==> config.mk <==
export PLATFORM = sky130hd
export DESIGN_NAME = dmem_arbiter_flat
export DESIGN_NICKNAME = d
export VERILOG_FILES = /design/src/rtl/dmem_arb_pkg.sv /design/src/rtl/dmem_arbiter_if.sv /design/src/rtl/dmem_rr_pick.sv /design/src/rtl/dmem_arbiter.sv /design/src/flat_wrapper.sv
export SDC_FILE = /design/constraint.sdc
export NUM_CORES = 1
export LEC_CHECK = 0
export CAP_MARGIN = 20
export CORE_MARGIN = 3
export CORE_UTILIZATION = 37
export DETAILED_ROUTE_END_ITERATION = 10
export PLACE_DENSITY = 0.86
export SLEW_MARGIN = 20
export SYNTH_ARGS = -nofsm -noshare
export SYNTH_HDL_FRONTEND = slang
export SYNTH_HIERARCHICAL = 1
export SYNTH_SLANG_ARGS = --single-unit
==> constraint.sdc <==
create_clock -name clk -period 1.55 [get_ports clk]
set_input_delay 0.3875 -clock clk [delete_from_list [all_inputs] [get_ports clk]]
set_output_delay 0.3875 -clock clk [all_outputs]
set_load 0.03 [all_outputs]
==> src/rtl/dmem_arb_pkg.sv <==
// dmem_arb_pkg: shared definitions for the data-memory arbiter.
//   state_t  : arbiter FSM encoding (IDLE / ACCESS / DONE)
//   PORT_CPU : requester id of the CPU MEM stage (port 0)
//   PORT_DBG : requester id of the debug/loader (port 1)
package dmem_arb_pkg;

   typedef enum logic [1:0] {
      IDLE   = 2'd0,
      ACCESS = 2'd1,
      DONE   = 2'd2
   } state_t;

   localparam logic PORT_CPU = 1'b0;
   localparam logic PORT_DBG = 1'b1;

endpackage

==> src/rtl/dmem_arbiter_if.sv <==
// dmem_arbiter_if: requester handshake + data_memory pins of the arbiter.
//   req_x/we_x/addr_x/wdata_x : per-port request (from requesters)
//   done_x, rdata, busy       : completion side (to requesters)
//   mem_*                     : data_memory pins; mem_read_data comes back
// Modports:
//   slave  : the arbiter's view
//   master : the environment's view (requesters + memory)
interface dmem_arbiter_if #(
   parameter int ADDR_W = 32,
   parameter int DATA_W = 32
);
   logic              req_0,   req_1;
   logic              we_0,    we_1;
   logic [ADDR_W-1:0] addr_0,  addr_1;
   logic [DATA_W-1:0] wdata_0, wdata_1;
   logic              done_0,  done_1;
   logic [DATA_W-1:0] rdata;
   logic              busy;
   logic [ADDR_W-1:0] mem_address;
   logic [DATA_W-1:0] mem_write_data;
   logic              mem_MemWrite;
   logic              mem_MemRead;
   logic [DATA_W-1:0] mem_read_data;

   modport slave (
      input  req_0, req_1, we_0, we_1, addr_0, addr_1, wdata_0, wdata_1,
      output done_0, done_1, rdata, busy,
      output mem_address, mem_write_data, mem_MemWrite, mem_MemRead,
      input  mem_read_data
   );

   modport master (
      output req_0, req_1, we_0, we_1, addr_0, addr_1, wdata_0, wdata_1,
      input  done_0, done_1, rdata, busy,
      input  mem_address, mem_write_data, mem_MemWrite, mem_MemRead,
      output mem_read_data
   );
endinterface

==> src/rtl/dmem_rr_pick.sv <==
// dmem_rr_pick: combinational two-request picker.
//   req_0, req_1 : pending requests
//   last_grant   : port granted most recently
//   grant_valid  : at least one request pending
//   grant_id     : winning port
// A lone request always wins. On a conflict the port that was not granted
// last wins, unless FIXED_PRIO is set, in which case port 0 always wins.
module dmem_rr_pick
   import dmem_arb_pkg::*;
#(
   parameter bit FIXED_PRIO = 1'b0
) (
   input  logic req_0,
   input  logic req_1,
   input  logic last_grant,
   output logic grant_valid,
   output logic grant_id
);

   always_comb begin
      grant_valid = req_0 | req_1;
      grant_id    = PORT_CPU;
      if (req_0 && req_1)
         grant_id = FIXED_PRIO ? PORT_CPU : ~last_grant;
      else if (req_1)
         grant_id = PORT_DBG;
   end

endmodule

==> src/rtl/dmem_arbiter.sv <==
// dmem_arbiter: shares single-ported data_memory between the CPU MEM stage
// (port 0) and the debug/loader (port 1).
//   clk, reset_n : clock, synchronous active-low reset
//   bus          : dmem_arbiter_if.slave (requests, done pulses, rdata,
//                  busy, data_memory pins)
// Optional: `define DMEM_ARB_PERF_EN adds perf_cnt_0, perf_cnt_1 and
// perf_conflict (32-bit wrapping event counters).
// One transaction takes IDLE(grant) -> ACCESS -> DONE; all memory-side pins
// and done pulses come straight from flops.
module dmem_arbiter
   import dmem_arb_pkg::*;
#(
   parameter int ADDR_W     = 32,
   parameter int DATA_W     = 32,
   parameter bit FIXED_PRIO = 1'b0
) (
   input  logic              clk,
   input  logic              reset_n,
   dmem_arbiter_if.slave     bus
`ifdef DMEM_ARB_PERF_EN
   ,
   output logic [31:0]       perf_cnt_0,
   output logic [31:0]       perf_cnt_1,
   output logic [31:0]       perf_conflict
`endif
);

   state_t            state, state_nxt;
   logic              last_grant;
   logic              win_id;
   logic              pick_valid, pick_id;
   logic              lat_we;
   logic [ADDR_W-1:0] lat_addr;
   logic [DATA_W-1:0] lat_wdata;
   logic [DATA_W-1:0] rdata_q;
   logic              mwr_q, mrd_q;
   logic              done0_q, done1_q;

   dmem_rr_pick #(.FIXED_PRIO(FIXED_PRIO)) u_pick (
      .req_0       (bus.req_0),
      .req_1       (bus.req_1),
      .last_grant  (last_grant),
      .grant_valid (pick_valid),
      .grant_id    (pick_id)
   );

   always_ff @(posedge clk) begin
      if (!reset_n) state <= IDLE;
      else          state <= state_nxt;
   end

   always_comb begin
      state_nxt = state;
      case (state)
         IDLE:    if (pick_valid) state_nxt = ACCESS;
         ACCESS:  state_nxt = DONE;
         DONE:    state_nxt = IDLE;
         default: state_nxt = IDLE;
      endcase
   end

   // Strobes and done are asserted one state ahead so they are registered
   // outputs aligned with ACCESS and DONE respectively.
   always_ff @(posedge clk) begin
      if (!reset_n) begin
         last_grant <= PORT_DBG;   // port 0 wins the first conflict
         win_id     <= PORT_CPU;
         lat_we     <= 1'b0;
         lat_addr   <= '0;
         lat_wdata  <= '0;
         rdata_q    <= '0;
         mwr_q      <= 1'b0;
         mrd_q      <= 1'b0;
         done0_q    <= 1'b0;
         done1_q    <= 1'b0;
      end else begin
         mwr_q   <= 1'b0;
         mrd_q   <= 1'b0;
         done0_q <= 1'b0;
         done1_q <= 1'b0;
         case (state)
            IDLE: begin
               if (pick_valid) begin
                  win_id    <= pick_id;
                  lat_we    <= pick_id ? bus.we_1    : bus.we_0;
                  lat_addr  <= pick_id ? bus.addr_1  : bus.addr_0;
                  lat_wdata <= pick_id ? bus.wdata_1 : bus.wdata_0;
                  mwr_q     <= pick_id ? bus.we_1    : bus.we_0;
                  mrd_q     <= pick_id ? !bus.we_1   : !bus.we_0;
               end
            end
            ACCESS: begin
               // memory read is combinational; capture at the end of ACCESS
               if (!lat_we) rdata_q <= bus.mem_read_data;
               done0_q <= (win_id == PORT_CPU);
               done1_q <= (win_id == PORT_DBG);
            end
            DONE:    last_grant <= win_id;
            default: ;
         endcase
      end
   end

   assign bus.busy           = (state != IDLE);
   assign bus.done_0         = done0_q;
   assign bus.done_1         = done1_q;
   assign bus.rdata          = rdata_q;
   assign bus.mem_address    = lat_addr;
   assign bus.mem_write_data = lat_wdata;
   assign bus.mem_MemWrite   = mwr_q;
   assign bus.mem_MemRead    = mrd_q;

`ifdef DMEM_ARB_PERF_EN
   always_ff @(posedge clk) begin
      if (!reset_n) begin
         perf_cnt_0    <= '0;
         perf_cnt_1    <= '0;
         perf_conflict <= '0;
      end else begin
         if (state == DONE) begin
            if (win_id == PORT_DBG) perf_cnt_1 <= perf_cnt_1 + 32'd1;
            else                    perf_cnt_0 <= perf_cnt_0 + 32'd1;
         end
         if (state == IDLE && bus.req_0 && bus.req_1)
            perf_conflict <= perf_conflict + 32'd1;
      end
   end
`endif

endmodule

==> src/flat_wrapper.sv <==
// flat-port wrapper written by rule: the top's interface ports become plain ports
module dmem_arbiter_flat import dmem_arb_pkg::*;
#(
   parameter int ADDR_W     = 32,
   parameter int DATA_W     = 32,
   parameter bit FIXED_PRIO = 1'b0
)
  (clk, reset_n, bus_req_0, bus_req_1, bus_we_0, bus_we_1, bus_addr_0, bus_addr_1, bus_wdata_0, bus_wdata_1, bus_done_0, bus_done_1, bus_rdata, bus_busy, bus_mem_address, bus_mem_write_data, bus_mem_MemWrite, bus_mem_MemRead, bus_mem_read_data);
  dmem_arbiter_if #(.ADDR_W(ADDR_W), .DATA_W(DATA_W)) bus_i ();
  input  logic clk;
  input  logic reset_n;
  input wire logic [$bits(bus_i.req_0)-1:0] bus_req_0;
  input wire logic [$bits(bus_i.req_1)-1:0] bus_req_1;
  input wire logic [$bits(bus_i.we_0)-1:0] bus_we_0;
  input wire logic [$bits(bus_i.we_1)-1:0] bus_we_1;
  input wire logic [$bits(bus_i.addr_0)-1:0] bus_addr_0;
  input wire logic [$bits(bus_i.addr_1)-1:0] bus_addr_1;
  input wire logic [$bits(bus_i.wdata_0)-1:0] bus_wdata_0;
  input wire logic [$bits(bus_i.wdata_1)-1:0] bus_wdata_1;
  output wire logic [$bits(bus_i.done_0)-1:0] bus_done_0;
  output wire logic [$bits(bus_i.done_1)-1:0] bus_done_1;
  output wire logic [$bits(bus_i.rdata)-1:0] bus_rdata;
  output wire logic [$bits(bus_i.busy)-1:0] bus_busy;
  output wire logic [$bits(bus_i.mem_address)-1:0] bus_mem_address;
  output wire logic [$bits(bus_i.mem_write_data)-1:0] bus_mem_write_data;
  output wire logic [$bits(bus_i.mem_MemWrite)-1:0] bus_mem_MemWrite;
  output wire logic [$bits(bus_i.mem_MemRead)-1:0] bus_mem_MemRead;
  input wire logic [$bits(bus_i.mem_read_data)-1:0] bus_mem_read_data;
  assign bus_i.req_0 = bus_req_0;
  assign bus_i.req_1 = bus_req_1;
  assign bus_i.we_0 = bus_we_0;
  assign bus_i.we_1 = bus_we_1;
  assign bus_i.addr_0 = bus_addr_0;
  assign bus_i.addr_1 = bus_addr_1;
  assign bus_i.wdata_0 = bus_wdata_0;
  assign bus_i.wdata_1 = bus_wdata_1;
  assign bus_done_0 = bus_i.done_0;
  assign bus_done_1 = bus_i.done_1;
  assign bus_rdata = bus_i.rdata;
  assign bus_busy = bus_i.busy;
  assign bus_mem_address = bus_i.mem_address;
  assign bus_mem_write_data = bus_i.mem_write_data;
  assign bus_mem_MemWrite = bus_i.mem_MemWrite;
  assign bus_mem_MemRead = bus_i.mem_MemRead;
  assign bus_i.mem_read_data = bus_mem_read_data;
  dmem_arbiter #(.ADDR_W(ADDR_W), .DATA_W(DATA_W), .FIXED_PRIO(FIXED_PRIO)) u_core (.clk(clk), .reset_n(reset_n), .bus(bus_i));
endmodule
==> out/qor.csv <==
metric,value,unit
outcome,"finished, final reports clean",
hp-class,in2reg,
ys.flop_type,dfxtp_1,
insertion_delay,0.33,ns
setup_viol,0,
max_stage_delay,0.44,ns
grt.total_usage,0.203,
yosysTopAreaCellShare,0.480,
crit_fanout,2,
hold_violations,0,
synth_edf_count,0,
peakVddDrop,0.529,mV
crit_slowest_cell,dlygate4sd2_1,
ys_seq_area_frac,0.480,
critPathTopFamily,buffers and inverters,
die_h,115,µm
drc_errors,0,
top_usage_layer,met2,
synth_nets,621,
startpoint_type,flip-flop,
worstPathRequired,1.16,ns
skew,0.00867,ns
clockBufferDepth,2,
area_growth,69.3,%
via_per_inst,4.98,
synthArstFlopShare,0,
fin_nets,878,
grt_pass1_vias,4332,
crit_type,reg2out,
ios,267,
ant_nets,0,
finalCritPeriodShare,0.968,
drt_wl_total,14200,µm
use_met1,0.217,
grt_pass1_wl,21300,µm
rows,39,
fmax,666,MHz
syn_area,4380,µm²
routedWlPerCell,16.5,µm
die_area,13200,µm²
ys_ff_latch,105,
cts_buffers,9,
place.gp.congestion,0.777,
coreArea,11500,µm²
detail_route.iter0.violations,156,
htreeDepth,3,
syn_inst,455,
leakagePower,3.22,nW
initial_core_util,0.380,
drive_gt1_frac,0.0628,
crit_path_cell_trace,dlygate4sd2_1,
worst_pin_slew,0.406,ns
dp_slack,-0.425,ns
crit_arrival,1.11,ns
vias,4284,
fin_ws,0.0489,ns
numPortBuffers,266,
hpwlAfterDp,10800,µm
fin_total_pwr,7.18,mW
antenna_cells,0,
antenna_found_initial,0,
yosysWarningCount,6,
cts_tree,built,
clk_pin_slew,0.06,ns
ys_top_cells_by_area,"dfxtp_1, mux2i_1, nand2_1",
ys_types,21,
cts_sinks,105,
grt_max_degree,100,
grt-ovfl-total,0,
critical_path_buf_inv_count,1,
drv_cap,0,
p_per_area,968,nW/µm²
holdWs,0.330,ns
period_needed,1.50,ns
use_met2,0.385,
cts_root_buf,clkbuf_16,
finalMaxSlewViolations,0,
yosys.area.top_type,dfxtp_1,
grt_use_met3,0.0516,
dr.pass1.iters,6,
die_w,115,µm
relSlewSlack,0.729,
syn_avg_cell_area,9.62,µm²
setup-tns-final,0,ns
end_kind,output port,
grt_setup_unrepaired,false,
[final timing paths]
kind              slack [ns]  cells after the start                    startpoint                    endpoint
setup / recovery        0.05                      1  u_core/bus.mem_write_data[2]       bus_mem_write_data[2]
hold / removal          0.33                      2                       reset_n           u_core/last_grant
setup reg to reg        0.16                      4             u_core/last_grant  u_core/bus.mem_address[26]
hold reg to reg         0.45                      2          u_core/bus.rdata[26]        u_core/bus.rdata[26]
[synth_stat cells (all sizes together), types with 2 or more instances]
| cell | number |
|---|---|
| and2 | 2 |
| mux2i | 97 |
| buf | 36 |
| clkbuf | 5 |
| nor2b | 2 |
| or2 | 2 |
| nand2 | 130 |
| inv | 2 |
| dfxtp | 105 |
| o22ai | 65 |
| nor3b | 2 |
[flip-flops by register name (all words and copies together) (netlist names)]
| signal | count |
|---|---|
| u_core/bus.mem_MemRead | 1 |
| u_core/bus.mem_address | 32 |
| u_core/bus.done_0 | 1 |
| u_core/bus.done_1 | 1 |
| u_core/last_grant | 1 |
| u_core/state | 2 |
| u_core/bus.mem_write_data | 32 |
| u_core/bus.mem_MemWrite | 1 |
| u_core/bus.rdata | 32 |
| u_core/win_id | 1 |
| u_core/lat_we | 1 |
[cells in the final DEF (no fill, tap or decap), types with 2 or more instances in the layout]
| cell type | count |
|---|---|
| nor3b_4 | 2 |
| dlygate4sd2_1 | 102 |
| clkbuf_16 | 9 |
| inv_1 | 2 |
| buf_4 | 14 |
| clkbuf_8 | 2 |
| dfxtp_1 | 103 |
| clkdlybuf4s50_1 | 162 |
| nor2b_1 | 2 |
| clkbuf_1 | 3 |
| mux2i_1 | 96 |
| nand2_1 | 130 |
| and2_1 | 2 |
| buf_12 | 8 |
| or2_4 | 2 |
| o22ai_1 | 65 |
[cell families (layout without fill, tap and decap cells)]
kind of cell,after synthesis,count (layout),share of synthesized area
compound gates,68,68,0.0983
mux,97,97,0.222
flops,105,105,0.480
buf+inv,43,305,0.0634
simple gates,142,142,0.137
[stage by stage]
stage          instance area [µm²]  cells  utilization
2_1_floorplan                 4380    455            -
3_3_place_gp                  7210    842        0.626
3_5_place_dp                  7210    842        0.626
4_1_cts                       7410    860        0.644
5_1_grt                       7410    860        0.644
6_report                      7410    860        0.644
[repair_timing]
item	4_1_cts	5_1_grt
hold buffers	0	0
setup endpoints to repair	125	0
setup buffers	1	0
gates resized for setup	108	0
[per-layer routing]
layer	wire, µm	share of wire
met1	5310	0.37
met2	7520	0.53
met3	1030	0.073
met4	308	0.022
met5	0	0
[layout make-up]
type	instances	area [µm²]
multi-input cells	307	2030
inverters	2	7.51
well taps	143	179
fillers	963	4100
flip-flops and latches	105	2110
clock inverters	2	12.5
clock buffers	14	264
repair buffers	287	2810
[report_power, final]
| group | switching [mW] | internal, mW |
|---|---|---|
| Sequential | 0.122 | 2.93 |
| Clock | 0.938 | 1.18 |
| Combinational | 1.07 | 0.937 |
No activity file was read; power rests on OpenSTA's default activity.
==> edit: new RTL, same settings <==
`ADDR_W` is set to 32 in 3 places; all go to 28.
--- a/src/rtl/dmem_arbiter_if.sv
+++ b/src/rtl/dmem_arbiter_if.sv
@@ -8,3 +8,3 @@
 interface dmem_arbiter_if #(
-   parameter int ADDR_W = 32,
+   parameter int ADDR_W = 28,
    parameter int DATA_W = 32
--- a/src/rtl/dmem_arbiter.sv
+++ b/src/rtl/dmem_arbiter.sv
@@ -12,3 +12,3 @@
 #(
-   parameter int ADDR_W     = 32,
+   parameter int ADDR_W     = 28,
    parameter int DATA_W     = 32,
--- a/src/flat_wrapper.sv
+++ b/src/flat_wrapper.sv
@@ -3,3 +3,3 @@
 #(
-   parameter int ADDR_W     = 32,
+   parameter int ADDR_W     = 28,
    parameter int DATA_W     = 32,
Interface: changed (resized bus_addr_0, bus_addr_1 and bus_mem_address); port bits go from 267 to 255. The function was not compared with the original's and may differ.
==> edit against the unedited design <==
Non-clock buffer count decreased by 8; fmax shrank 0.89%; worst setup slack lost 0.013 ns; total power fell by 0.58%; highest routed layer unchanged; critical path depth increased by 1; critical endpoint is now bus_busy; count of clock-buffer cells in the layout decreased by 3; sequential share of layout area shrank 0.47 points; area after synthesis decreased by 3.1%; via count shrank 3.2%; clock power rose by 6%; sequential cell count is 4 lower; wire length fell by 2.9%; cell area fell by 2.1%.
==> edit: results (changes against the unedited design) <==
* CP arrival at 1.13 ns (+0.02 ns)
* Post-DP HPWL at 10.7 mm (-0.81%)
* Dpl cells at 813 (-3.4%)
* Leak at 3.16 nW (-1.9%)
* Syn nets at 594 (-4.3%)
* Clock transition at the registers of the reported paths at about 0.07 ns
* Seq/Total Area, Yosys at 47.7% (-0.33 points)
* Seq. cell area at 2030 um^2 (-3.7%)
* Filler cell count in the final layout at 881 (-8.5%)
* Via/cell ratio at 4.99 (+0.23%)
* Hold depth at 3 (+1)
* Slew @ Worst Pin at 0.371 ns (-0.0354 ns)
* Worst Setup EP: bus_busy
* DRT Pass-1 Iters at 5 (-1)
* Post-Layout Cell Count at 831 (-3.4%)
* Total GRT Usage at 20.7% (+0.39 points)
* Drt wl/cell at 16.6 um (+0.51%)
* Most frequent cells after synthesis: nand2_1, dfxtp_1, mux2i_1
* Crit path max fanout at 7 (+5)
* Number of global-route vias before repair at 4327 (-0.12%)
* Final worst-path cycle share at 97.7% (+0.87 points)
* Syn Area/Cell at 9.73 um^2 (+1.1%)
* Distinct cells, synth at 26 (+24%)
* # nets final at 846 (-3.6%)
* Comb pwr at 1.96 mW (-2%)
* Compound-Gate Fraction of Synth Area at 10.3% (+0.47 points)
* Slowest-stage cell, CP: dfxtp_4
* Iteration-0 DRC Markers at 238 (+53%)
* Worst reg2reg endpoint: u_core/bus.mem_write_data[22]
* Combinational Power Share at 27.5% (-0.4 points)
* Critical Path Start: u_core/state[0]
* Adder-Cell Fraction of Synth Area at 0% (unchanged)
* WHS Endpoint: u_core/bus.mem_write_data[28]
* Multiplexer area fraction after synthesis at 21.9% (-0.22 points)
* Global-route wire length before repair at 21.4 mm (+0.46%)
* Fraction of layout cells with a size suffix above 1 at 7.96% (+1.7 points)
* Status: finished clean
* Placed Area at 7020 um^2 (-2.7%)
* Hold slack final at 0.457 ns (+0.128 ns)
* CP max stage delay at 0.37 ns (-0.07 ns)
* Switching share of total power at 29.0% (-0.67 points)
* Hold Crit Start: reset_n
* Port bufs at 254 (-4.5%)
* Cell family with most CP delay: flip-flops
* Pin count of the biggest net entering global routing at 68 (-32%)
* Dpl ws at -0.411 ns (+0.0134 ns)
* Worst Reg2Reg Path Length in Cells at 5 (+1)
* Clk. pwr at 2.24 mW (+6%)
* Max VDD drop at 518 uV (-2.0%)
* Routability congestion estimate at 0.811 (+4.4%)
* Clk_skew at 0.00973 ns (+0.00106 ns)
* Root buffer cell: clkbuf_16
* Num CTS Buffers at 9 (unchanged)
* Top post-synthesis cells by area: dfxtp_1, mux2i_1, nand2_1
edit: cell count changes after synthesis, moves of 2 or more:
| cell | change |
|---|---|
| buf_2 | -2 |
| dfxtp_1 | -4 |
| clkbuf_1 | +4 |
| o22ai_1 | -9 |
| buf_4 | -8 |
| mux2i_1 | -4 |
| o22ai_2 | +5 |
| buf_12 | +3 |
| nand2_1 | -4 |
edit: timing repair:
item,CTS,global route
setup buffers,3,0
endpoints found under the setup margin,122,0
gates resized for setup,104,0
edit: per-layer routing:
metal  track usage [%]  wire, um  vias to the layer above  part of all wire, %
li1                  -         -                     2021                    -
met1              22.0      4970                     1925                   36
met2              37.8      7280                      171                   53
met3              5.94      1040                       32                  7.6
met4              9.46       469                        0                  3.4
met5                 0         0                        -                    0
edit: cell type report:
class	instances	share of cell area (%)
repair buffers	279	38.2
flip-flops and latches	101	27.9
multi-input cells	295	27.2
clock buffers	11	3.48
well taps	140	2.41
clock inverters	3	0.637
inverters	2	0.103
